File: src/rtl/glbl_pkg.sv
`default_nettype none
// ============================================================================
//  Module      : glbl_pkg
//  Description : Shared types and constants for the global control block:
//                FSM state encoding, default success code and a counter
//                width helper.
//  Revision    : 1.0 - initial release
// ============================================================================
package glbl_pkg;

    // Top-level sequencing states, from power-on pulses to terminal verdict
    typedef enum logic [2:0] {
        ST_GSR   = 3'd0,
        ST_IDLE  = 3'd1,
        ST_ARMED = 3'd2,
        ST_RUN   = 3'd3,
        ST_DONE  = 3'd4
    } state_e;

    // Debug word the core writes when its self-test succeeds
    localparam logic [31:0] SUCCESS_CODE_DEFAULT = 32'hDEADBEEF;

    // Bits needed to hold 0..limit, never less than one
    function automatic int unsigned cnt_width(input int unsigned limit);
        return (limit == 0) ? 1 : $clog2(limit + 1);
    endfunction

endpackage
`default_nettype wire

File: src/rtl/glbl_pulse_gen.sv
`default_nettype none
// ============================================================================
//  Module      : glbl_pulse_gen
//  Description : Post-reset pulse generator. The output is high out of reset
//                and stays high for CYCLES rising edges, then drops for good.
//                expire_o flags (combinationally) the edge on which the pulse
//                is about to drop or has already dropped.
//  Revision    : 1.0 - initial release
// ============================================================================
module glbl_pulse_gen
    import glbl_pkg::*;
#(
    parameter int unsigned CYCLES = 10
) (
    input  logic clk,
    input  logic reset_n,
    output logic pulse_o,
    output logic expire_o
);

    localparam int unsigned      c_w     = cnt_width(CYCLES);
    localparam logic [c_w-1:0]   c_limit = c_w'(CYCLES);
    localparam logic [c_w-1:0]   c_one   = c_w'(1);

    logic [c_w-1:0] cnt_q;
    logic [c_w-1:0] cnt_d;
    logic           pulse_q;
    logic           pulse_d;

    // Elapsed-cycle counter saturates at the limit; pulse holds until then
    always_comb begin
        cnt_d = cnt_q;
        if (cnt_q < c_limit) begin
            cnt_d = cnt_q + c_one;
        end
        pulse_d = (cnt_d < c_limit);
    end

    // Counter and pulse registers; pulse is asserted while in reset
    always_ff @(posedge clk or negedge reset_n) begin
        if (!reset_n) begin
            cnt_q   <= '0;
            pulse_q <= 1'b1;
        end else begin
            cnt_q   <= cnt_d;
            pulse_q <= pulse_d;
        end
    end

    assign pulse_o  = pulse_q;
    assign expire_o = ~pulse_d;

endmodule
`default_nettype wire

File: src/rtl/glbl_ctrl.sv
`default_nettype none
// ============================================================================
//  Module      : glbl_ctrl
//  Description : Global control for the riscv32i core and its wrapper.
//                Sequences GSR/GTS pulses after reset, holds the core in
//                reset through an idle window, runs it while start_i is high
//                and reports a sticky pass or timeout verdict. Also provides
//                a free-running cycle counter.
//  Revision    : 1.0 - initial release
// ============================================================================
module glbl_ctrl
    import glbl_pkg::*;
#(
    parameter int unsigned ROC_CYCLES     = 10,
    parameter int unsigned TOC_CYCLES     = 10,
    parameter int unsigned IDLE_LEN       = 10,
    parameter logic [31:0] SUCCESS_CODE   = SUCCESS_CODE_DEFAULT,
    parameter int unsigned SUCCESS_HOLD   = 30,
    parameter int unsigned TIMEOUT_CYCLES = 1100
) (
    input  logic        clk,
    input  logic        reset_n,
    input  logic        start_i,
    input  logic [31:0] final_value_i,
    output logic        gsr_o,
    output logic        gts_o,
    output logic        core_reset_o,
    output logic        run_o,
    output logic [31:0] cycle_count_o,
    output logic        pass_o,
    output logic        timeout_o,
    output logic        done_o
);

    localparam int unsigned        c_idle_w  = cnt_width(IDLE_LEN);
    localparam int unsigned        c_run_w   = cnt_width(TIMEOUT_CYCLES);
    localparam int unsigned        c_succ_w  = cnt_width(SUCCESS_HOLD);
    localparam logic [c_idle_w-1:0] c_idle_len = c_idle_w'(IDLE_LEN);
    localparam logic [c_idle_w-1:0] c_idle_one = c_idle_w'(1);
    localparam logic [c_run_w-1:0]  c_timeout  = c_run_w'(TIMEOUT_CYCLES);
    localparam logic [c_run_w-1:0]  c_run_one  = c_run_w'(1);
    localparam logic [c_succ_w-1:0] c_hold     = c_succ_w'(SUCCESS_HOLD);
    localparam logic [c_succ_w-1:0] c_succ_one = c_succ_w'(1);

    state_e                state_q;
    state_e                state_d;
    logic [c_idle_w-1:0]   idle_q;
    logic [c_idle_w-1:0]   idle_d;
    logic [c_run_w-1:0]    run_cnt_q;
    logic [c_run_w-1:0]    run_cnt_d;
    logic [c_succ_w-1:0]   succ_q;
    logic [c_succ_w-1:0]   succ_d;
    logic                  pass_q;
    logic                  pass_d;
    logic                  timeout_q;
    logic                  timeout_d;
    logic                  run_q;
    logic                  run_d;
    logic                  core_reset_q;
    logic                  core_reset_d;
    logic [31:0]           cycle_q;
    logic [31:0]           cycle_d;

    logic                  w_gsr_expire;
    logic                  w_gts_expire;
    logic                  w_hit;

    glbl_pulse_gen #(
        .CYCLES   (ROC_CYCLES)
    ) u_gsr_pulse (
        .clk      (clk),
        .reset_n  (reset_n),
        .pulse_o  (gsr_o),
        .expire_o (w_gsr_expire)
    );

    glbl_pulse_gen #(
        .CYCLES   (TOC_CYCLES)
    ) u_gts_pulse (
        .clk      (clk),
        .reset_n  (reset_n),
        .pulse_o  (gts_o),
        .expire_o (w_gts_expire)
    );

    assign w_hit = (final_value_i == SUCCESS_CODE);

    // Next-state logic: sequencing, idle window, run/success/timeout counting
    always_comb begin
        state_d   = state_q;
        idle_d    = idle_q;
        run_cnt_d = run_cnt_q;
        succ_d    = succ_q;
        pass_d    = pass_q;
        timeout_d = timeout_q;
        case (state_q)
            ST_GSR: begin
                // Leave on the same edge the later of the two pulses drops
                if (w_gsr_expire && w_gts_expire) begin
                    state_d = ST_IDLE;
                end
            end
            ST_IDLE: begin
                idle_d = idle_q + c_idle_one;
                if (idle_d >= c_idle_len) begin
                    state_d = ST_ARMED;
                end
            end
            ST_ARMED: begin
                if (start_i) begin
                    state_d = ST_RUN;
                end
            end
            ST_RUN: begin
                // start_i low pauses the run: every counter holds
                if (start_i) begin
                    if (run_cnt_q != c_timeout) begin
                        run_cnt_d = run_cnt_q + c_run_one;
                    end
                    if (w_hit && (succ_q != c_hold)) begin
                        succ_d = succ_q + c_succ_one;
                    end
                    // Pass is tested first so it wins a same-edge tie
                    if (succ_d == c_hold) begin
                        pass_d  = 1'b1;
                        state_d = ST_DONE;
                    end else if (run_cnt_d == c_timeout) begin
                        timeout_d = 1'b1;
                        state_d   = ST_DONE;
                    end
                end
            end
            ST_DONE: begin
                state_d = ST_DONE;
            end
            default: begin
                state_d = ST_GSR;
            end
        endcase
    end

    assign core_reset_d = (state_d == ST_GSR);
    assign run_d        = (state_d == ST_RUN) && start_i;
    assign cycle_d      = cycle_q + 32'd1;

    // State, counter and registered-output flops with asynchronous reset
    always_ff @(posedge clk or negedge reset_n) begin
        if (!reset_n) begin
            state_q      <= ST_GSR;
            idle_q       <= '0;
            run_cnt_q    <= '0;
            succ_q       <= '0;
            pass_q       <= 1'b0;
            timeout_q    <= 1'b0;
            run_q        <= 1'b0;
            core_reset_q <= 1'b1;
            cycle_q      <= '0;
        end else begin
            state_q      <= state_d;
            idle_q       <= idle_d;
            run_cnt_q    <= run_cnt_d;
            succ_q       <= succ_d;
            pass_q       <= pass_d;
            timeout_q    <= timeout_d;
            run_q        <= run_d;
            core_reset_q <= core_reset_d;
            cycle_q      <= cycle_d;
        end
    end

    assign core_reset_o  = core_reset_q;
    assign run_o         = run_q;
    assign pass_o        = pass_q;
    assign timeout_o     = timeout_q;
    assign done_o        = pass_q | timeout_q;
    assign cycle_count_o = cycle_q;

endmodule
`default_nettype wire

File: config.mk
export PLATFORM = sky130hd
export DESIGN_NAME = glbl_ctrl
export DESIGN_NICKNAME = d
export VERILOG_FILES = /design/src/rtl/glbl_pkg.sv /design/src/rtl/glbl_pulse_gen.sv /design/src/rtl/glbl_ctrl.sv
export SDC_FILE = /design/constraint.sdc
export NUM_CORES = 1
export LEC_CHECK = 0
export ABC_AREA = 1
export CORE_AREA = 4 4 96 98
export CTS_CLUSTER_SIZE = 16
export DETAILED_ROUTE_END_ITERATION = 6
export DIE_AREA = 0 0 100 102
export PLACE_DENSITY_LB_ADDON = 0.3
export SLEW_MARGIN = 25
export SYNTH_ARGS = -nofsm -noshare
export SYNTH_HDL_FRONTEND = slang
export SYNTH_SLANG_ARGS = --single-unit
File: constraint.sdc
create_clock -name clk -period 5.4 [get_ports clk]
set_input_delay 1.35 -clock clk [delete_from_list [all_inputs] [get_ports clk]]
set_output_delay 1.35 -clock clk [all_outputs]
set_load 0.02 [all_outputs]
Yosys cells after proc, flatten, opt, wreduce, memory -nomap -nowiden
Cells that the tools add are included.
Storage, ports and cells
  bits in registers: 69
  latch bits: 0
  bits in writable memories: 0
  bits in read-only memories: 0
  input port bits: 35
  output and inout port bits: 39
  word-level logic and storage cells: 61
  memories kept: 0
Operators by class
  add/sub/neg operators: 6
  multipliers: 0
  div/mod/pow operators: 0
  $lt $le $gt $ge: 5
  eq/ne operators: 10
  shift operators: 0
  multiplexer cells: 15
  bitwise operators: 4
  reductions and logical operators: 8
Operators by type and width (number)
  2-to-1 mux 11 bit: 3
  adder 32 x 1 -> 32 bit (second input constant): 1
  equality test 32 bit (second input constant): 1
  2-to-1 mux 3 bit: 6
  less-than comparator 4 bit (second input constant): 4
  2-to-1 mux 5 bit: 3
  case mux 3 bit (5 select lines): 1
  adder 4 x 1 -> 4 bit (second input constant): 3
  adder 11 x 1 -> 11 bit (second input constant): 1
  equality test 11 bit (second input constant): 1
  != test 11 bit (second input constant): 1
  equality test 3 x 2 -> 1 bit (second input constant): 3
  2-to-1 mux 4 bit: 2
  logical NOT 3 bit: 2
  adder 5 x 1 -> 5 bit (second input constant): 1
  equality test 5 bit (second input constant): 1
  != test 5 bit (second input constant): 1
  greater-or-equal comparator 4 bit (second input constant): 1
  AND reduction 4 bit: 1
  equality test 3 x 1 -> 1 bit (second input constant): 1
  equality test 3 bit (second input constant): 1
  logical AND 1 bit: 3
  NOT 1 bit: 3
  AND reduction 3 bit: 1
  other kinds (2): 2

Depth between registers and ports, before layout
Gate-level depths: netlist of run 1.
  depth after elaboration: 11
  depth in mapped cells: 17
  gate-level depth less buffers: 17

Cells and area by module
A second synthesis of run 1 with hierarchy kept.
Unflattened totals
  cell total of the unflattened synthesis: 464
  area, all modules: 3786.1 um^2
Modules (own cells, without submodules)
  glbl_ctrl: instances 1, cells each 412, area an instance 3305.7 um^2, seq. area each 1477.7 um^2
  glbl_pulse_gen: instances 2, cells each 26, area an instance 240.2 um^2, seq. area each 126.4 um^2

Worst setup path before layout of run 1
OpenSTA, ideal clock, no wires.
  kind: input-to-reg
  start: input port final_value_i[4]
  end: register run_q, in the netlist run_o
  library setup time: 0.113 ns
  data arrival time: 2.522 ns
  required time: 5.287 ns
  path slack: 2.765 ns
  cell stages on the path: 16
  buffers on the path: 0
  cell sequence: inv_1 nand2_1 nor2_1 nand2_1 nor2_2 nand3_2 nand2_1 nand2_1 nor2_1 nand3_1 nand2_1 nand2_1 nand2_2 o21ai_1 nand2_1 inv_1
On the way
  cells in the longest elaborated chain, start to end: 11
RTL lines
  start: declaration: line glbl_ctrl.sv:24  | input logic [31:0] final_value_i,
  equality test 32 bit: line glbl_ctrl.sv:86  | assign w_hit = (final_value_i == SUCCESS_CODE);
  logical AND 1 bit: line glbl_ctrl.sv:120  | if (w_hit && (succ_q != c_hold)) begin
  2-to-1 mux 5 bit: line glbl_ctrl.sv:120
  2-to-1 mux 5 bit: line glbl_ctrl.sv:116  | if (start_i) begin
  2-to-1 mux 5 bit: line glbl_ctrl.sv:96  | case (state_q)
  equality test 5 bit: line glbl_ctrl.sv:124  | if (succ_d == c_hold) begin
  2-to-1 mux 3 bit: line glbl_ctrl.sv:124
  2-to-1 mux 3 bit: line glbl_ctrl.sv:116
  case mux 3 bit (5 select lines): line glbl_ctrl.sv:96
  equality test 3 x 2 -> 1 bit: line glbl_ctrl.sv:143  | assign run_d = (state_d == ST_RUN) && start_i;
  logical AND 1 bit: line glbl_ctrl.sv:143
  via run_d: line glbl_ctrl.sv:58  | logic run_d;
  end signal: assignment: line glbl_ctrl.sv:165  | run_q <= run_d;
  end: declaration: line glbl_ctrl.sv:57  | logic run_q;
The timed path passes the listed nets, and every way through them passes these cells. The select of a mux whose other input is x is not followed.
A chain may end at the register's enable or synchronous reset.

Worst setup path in the final report of run 1
  start: input port final_value_i[1]
  end: register run_q, in the netlist run_o
The elaborated chain is that of the path after synthesis.

==> flow_metrics.env, run 1 <==
export IMPL_status="finished clean"
export IMPL_wl_um=7760
export IMPL_avgViaCountPerCell=4.80
export IMPL_path_common_cell="nand2_1"
export IMPL_core_area_um2=8470
export IMPL_num_rows=34
export IMPL_overflow=0
export IMPL_die_area_um2=10200
export IMPL_clkTransAtPathRegs_ps=70
export IMPL_dr_pass1_iters=4
export IMPL_cp_end_kind="flip-flop"
export IMPL_ios=74
export IMPL_ctsHoldBuffers=0
export IMPL_numCtsBuffers=9
export IMPL_cp_arrival_ps=3240
export IMPL_finalClockSkew_ps=13.5
export IMPL_finalCritPeriodShare=0.555
export IMPL_io_buffers=73
export IMPL_yosys_area_top_type_share=0.445
export IMPL_layout_min_cycle_time_ps=3000
export IMPL_clkSinkCount=69
export IMPL_worstMarginPinSlew_ps=796
export IMPL_dp_slack_ps=2010
export IMPL_antenna_found_initial=0
export IMPL_synthTopCellsByCount="nand2_1 (103), inv_1 (68), dfrtp_1 (66), nor2_1 (35), xor2_1 (32)"
export IMPL_cp_required_ps=5640
export IMPL_antenna_cells=0
export IMPL_first_global_vias=3058
export IMPL_remaining_drc_errors=0
export IMPL_synthToLayoutAreaGrowth_pct=28.3
export IMPL_ctsRootBufferMaster="clkbuf_8"
export IMPL_async_flop_share=1.00
export IMPL_p_leak_nw=2.26
export IMPL_max_slew_margin=0.470
export IMPL_post_cts_repair_setup_buffers=0
export IMPL_clock_latency_ps=350
export IMPL_htree_levels=3
export IMPL_dp_hpwl_um=5980
export IMPL_slowest_delay_ps=470
export IMPL_hold_worst_slack_ps=484
export IMPL_first_iter_violations=99
export IMPL_cp_start_kind="input pin"
export IMPL_worst_path_max_delay_cell="clkdlybuf4s50_1"
export IMPL_yosys_top_cells_area="dfrtp_1 (44%), nand2_1 (10%), xor2_1 (7.5%)"
export IMPL_fin_nets=560
export IMPL_avgSynthCellArea_um2=8.55
export IMPL_rsz0062_at_grt="false"
export IMPL_cts_tree="done"
export IMPL_start_util=0.439
export IMPL_cp_max_fo=6
export IMPL_grt_usage=0.165
export IMPL_ant_nets=0
export IMPL_grt_pass1_wl_um=13600
export IMPL_ys_ff_latch=69
export IMPL_grt_max_degree=37
export IMPL_setup_viol=0
export IMPL_synthCells=434
export IMPL_peakVddDrop_v=0.000185
export IMPL_setup_tns_ps=0
export IMPL_yosysTopAreaCell="dfrtp_1"
export IMPL_ys_seq_area_frac=0.466
export IMPL_cts_buffer_depth=2
export IMPL_gp_congestion=0.823
export IMPL_chipWidth_um=100
export IMPL_worstSetupPathType="input pin to flip-flop"
export IMPL_mappedNetlistNets=478
export IMPL_synthFlopType="dfrtp_1"
export IMPL_vias=3018
export IMPL_setup_ws_ps=2400
export IMPL_hold_violations=0
export IMPL_synth_edf_count=0
export IMPL_final_layout_size_suffix_gt1_frac=0.0864
export IMPL_routedWlPerCell_um=12.3
export IMPL_p_per_area_nw_per_um2=285
export IMPL_fmax_mhz=333
export IMPL_die_height_um=102
export IMPL_hold_class="flip-flop to flip-flop"
export IMPL_synth_cell_types=30
export IMPL_yosysMostFrequentCell="nand2_1"
export IMPL_synth_area_um2=3710
export IMPL_yosys_warnings=0
export IMPL_cts_resized=0
export IMPL_path_cells="clkdlybuf4s50_1 -> nand2_1 -> nor2_1 -> nand2_1 -> nor2_2 -> nand3_2 -> nand2_1 -> nand2_1 -> nor2_1 -> nand3_1 -> nand2_1 -> nand2_1 -> nand2_2 -> o21ai_1 -> nand2_1 -> inv_1"
export IMPL_cap_violations=0
export IMPL_drv_slew=0
-- metrics by stage --
stage	util	instance area, um2	power (mW)	instances
6_report	0.563	4760	1.36	629
5_1_grt	0.563	4760	1.46	629
4_1_cts	0.563	4760	1.37	629
3_5_place_dp	0.540	4570	0.954	613
3_3_place_gp	0.540	4570	0.939	613
2_1_floorplan	-	3710	0.844	434
-- critical path: cells and delay by family --
kind | cells | cell delay [ps]
compound gates | 1 | 70
simple gates | 13 | 1310
buf+inv | 2 | 510
-- routing by layer --
metal	up-vias	track usage	wire [um]
li1	1534	-	-
met1	1403	0.207	3490
met2	73	0.271	3670
met3	8	0.0512	493
met4	0	0.0539	105
met5	-	0	0
-- flip-flops by register name, summed over array words and instances (netlist names), 3 cells and up --
name / flops
cycle_count_o: 32
run_cnt_q: 11
succ_q: 5
idle_q: 4
u_gsr_pulse.cnt_q: 4
u_gts_pulse.cnt_q: 4
state_q: 3
-- cell families (layout without fill, tap and decap cells) --
group,count (synthesis),in the layout,share of synthesized area
fa+ha+maj,9,9,0.0303
compound gates,32,32,0.0455
flops,69,69,0.466
buf+inv,71,158,0.0718
simple gates,209,209,0.280
xor+xnor,44,44,0.106
-- layout by cell type (no fill, tap or decap), types with 4 or more instances in the layout --
| cell type | instances |
|---|---|
| ha_1 | 9 |
| o21ai_0 | 22 |
| clkdlybuf4s50_1 | 72 |
| nor2_2 | 4 |
| o21ai_1 | 4 |
| nor3_1 | 12 |
| xor2_1 | 32 |
| nor2_4 | 4 |
| nand3_2 | 5 |
| nand3_1 | 19 |
| dfrtp_1 | 66 |
| xnor2_1 | 11 |
| clkbuf_8 | 10 |
| nor2_1 | 35 |
| nand4_1 | 13 |
| inv_1 | 68 |
| nand2_1 | 103 |
-- path summary, 6_finish.rpt --
kind	start	endpoint	slack, ps	depth (start not counted)
setup / recovery	final_value_i[1]	run_o$_DFF_PN0_	2400	16
hold / removal	u_gts_pulse.cnt_q[3]$_DFF_PN0_	u_gts_pulse.cnt_q[3]$_DFF_PN0_	480	1
setup reg to reg	succ_q[0]$_DFFE_PN0P_	run_o$_DFF_PN0_	3330	16
hold reg to reg	u_gts_pulse.cnt_q[3]$_DFF_PN0_	u_gts_pulse.cnt_q[3]$_DFF_PN0_	480	1
max in group asynchronous	reset_n	u_gts_pulse.pulse_o$_DFF_PN1_	3360	2
min in group asynchronous	reset_n	cycle_count_o[28]$_DFF_PN0_	1080	1
-- final cells by class --
type | count | area, um2
tap | 108 | 135
fill | 762 | 3700
clock inverter | 4 | 48.8
multi-input combinational | 294 | 1720
sequential | 69 | 1730
inverter | 68 | 255
clock buffer | 12 | 145
timing repair buffer | 74 | 733
-- report_power, final --
part           leakage (nW)  internal, mW  switching, mW
combinational          1.27         0.124          0.198
clock                 0.100         0.226          0.189
sequential            0.887         0.574         0.0463
total                  2.26         0.923          0.433
(Power assumes the default switching activity.)
==> run 2: changes to the inputs <==
==> constraint.sdc (replaced) <==
create_clock -name clk -period 2.95 [get_ports clk]
set_input_delay 0.7375 -clock clk [delete_from_list [all_inputs] [get_ports clk]]
set_output_delay 0.7375 -clock clk [all_outputs]
set_load 0.02 [all_outputs]
==> run 2 against run 1 <==
Utilization rose by 0.55 points; sequential power rose by 82%; via count fell by 1.0%; die area did not move; critical path type unchanged; largest cell class unchanged.
==> flow_metrics.env, run 2 (synthesis results as in run 1) <==
export IMPL_final_cell_mix="nand2_1 (103), clkdlybuf4s50_1 (72), inv_1 (68)"
export IMPL_final_common_cell="nand2_1"
export IMPL_report_power_total_mw=2.52
export IMPL_grt_pass1_wl_um=13200
export IMPL_fin_nets=564
export IMPL_io_buffers=73
export IMPL_final_layout_size_suffix_gt1_frac=0.0971
export IMPL_avgViaCountPerCell=4.72
export IMPL_synthToLayoutAreaGrowth_pct=29.6
export IMPL_fmax_mhz=431
export IMPL_cp_max_fo=6
export IMPL_clkSinkCount=69
export IMPL_ctsRootBufferMaster="clkbuf_8"
export IMPL_chipWidth_um=100
export IMPL_layout_min_cycle_time_ps=2320
export IMPL_finalCritPeriodShare=0.786
export IMPL_p_per_area_nw_per_um2=525
export IMPL_post_cts_repair_setup_buffers=0
export IMPL_hold_violations=0
export IMPL_peakVddDrop_v=0.000243
export IMPL_first_global_vias=3032
export IMPL_ctsHoldBuffers=0
export IMPL_postLayoutCoreUtil=0.568
export IMPL_ant_nets=0
export IMPL_vias=2987
export IMPL_gp_congestion=0.870
export IMPL_wl_um=7590
export IMPL_top_layer="met4"
export IMPL_routedWlPerCell_um=12.0
export IMPL_placed_cell_area_um2=4600
export IMPL_p_leak_nw=2.29
export IMPL_htree_levels=3
export IMPL_cts_resized=0
export IMPL_core_area_um2=8470
export IMPL_drv_slew=0
export IMPL_clock_latency_ps=330
export IMPL_grt_usage=0.158
export IMPL_num_rows=34
export IMPL_numCtsBuffers=9
export IMPL_cts_tree="done"
export IMPL_worstSetupPathType="input pin to flip-flop"
export IMPL_worstMarginPinSlew_ps=535
export IMPL_status="finished clean"
export IMPL_ios=74
export IMPL_dr_pass1_iters=4
export IMPL_n_fill_cell=739
export IMPL_dp_hpwl_um=5900
export IMPL_hold_class="input pin to asynchronous set/reset pin"
export IMPL_setup_viol=0
export IMPL_finalClockSkew_ps=10.7
export IMPL_grt_max_degree=26
export IMPL_clkTransAtPathRegs_ps=80
export IMPL_die_area_um2=10200
export IMPL_met1Wirelength_um=3400
export IMPL_antenna_found_initial=0
export IMPL_first_iter_violations=113
export IMPL_overflow=0
export IMPL_cap_violations=0
export IMPL_die_height_um=102
export IMPL_cp_end_kind="flip-flop"
export IMPL_routed_wl_met2_um=3650
export IMPL_cp_start_kind="input pin"
export IMPL_remaining_drc_errors=0
export IMPL_start_util=0.439
export IMPL_rsz0062_at_grt="false"
export IMPL_cp_required_ps=3170
export IMPL_cts_buffer_depth=2
export IMPL_setup_tns_ps=0
export IMPL_cp_arrival_ps=2540
export IMPL_antenna_cells=0
export IMPL_max_slew_margin=0.644
export IMPL_wl_met3_um=467
export IMPL_largest_reg_flops=32
export IMPL_final_area_um2=4810
[run 2: report_power, final]
group          switching, mW  leakage (nW)  internal, mW
Combinational          0.359          1.29         0.238
Clock                  0.336         0.112         0.456
Sequential            0.0841         0.887          1.05
[run 2: layer usage]
layer,GRT usage,vias to the layer above
met2,0.268,77
li1,-,1535
met3,0.0341,4
met4,0.0622,0
met1,0.197,1371
met5,0,-
[run 2: per-stage QoR]
| stage | setup WS (ps) | std cells | hold WS (ps) |
|---|---|---|---|
| floorplan | 928 | 434 | 442 |
| global placement | 327 | 617 | 462 |
| detailed placement | 276 | 617 | 477 |
| CTS | 634 | 633 | 386 |
| global route | 409 | 633 | 411 |
| finish | 632 | 633 | 378 |
[run 2: path summary, 6_finish.rpt]
| check | from | depth (start not counted) | slack [ps] | to |
|---|---|---|---|---|
| setup reg to reg | succ_q[0]$_DFFE_PN0P_ | 16 | 910 | run_o$_DFF_PN0_ |
| min in group clk | u_gts_pulse.cnt_q[3]$_DFF_PN0_ | 1 | 490 | u_gts_pulse.cnt_q[3]$_DFF_PN0_ |
| hold / removal | reset_n | 1 | 380 | cycle_count_o[19]$_DFF_PN0_ |
| setup / recovery | final_value_i[0] | 16 | 630 | run_o$_DFF_PN0_ |
| max in group asynchronous | reset_n | 2 | 1850 | u_gts_pulse.pulse_o$_DFF_PN1_ |
| hold reg to reg | u_gts_pulse.cnt_q[3]$_DFF_PN0_ | 1 | 490 | u_gts_pulse.cnt_q[3]$_DFF_PN0_ |
[run 2: cell type report]
cell class,count,area (um2),share of cell area
sequential,69,1730,0.360
multi-input combinational,294,1720,0.357
timing repair buffer,78,763,0.159
inverter,68,255,0.0531
clock buffer,12,165,0.0343
tap,108,135,0.0281
clock inverter,4,45.0,0.00937
[run 2: critical path, cell delays in order]
cell and delay (ps):
clkdlybuf4s50_1 460, nand2_1 50, nor2_1 110, nand2_1 80
nor2_2 200, nand3_2 150, nand2_1 90, nand2_1 60
nor2_1 100, nand3_1 130, nand2_1 80, nand2_1 60
nand2_2 80, o21ai_1 60, nand2_1 60, inv_1 30
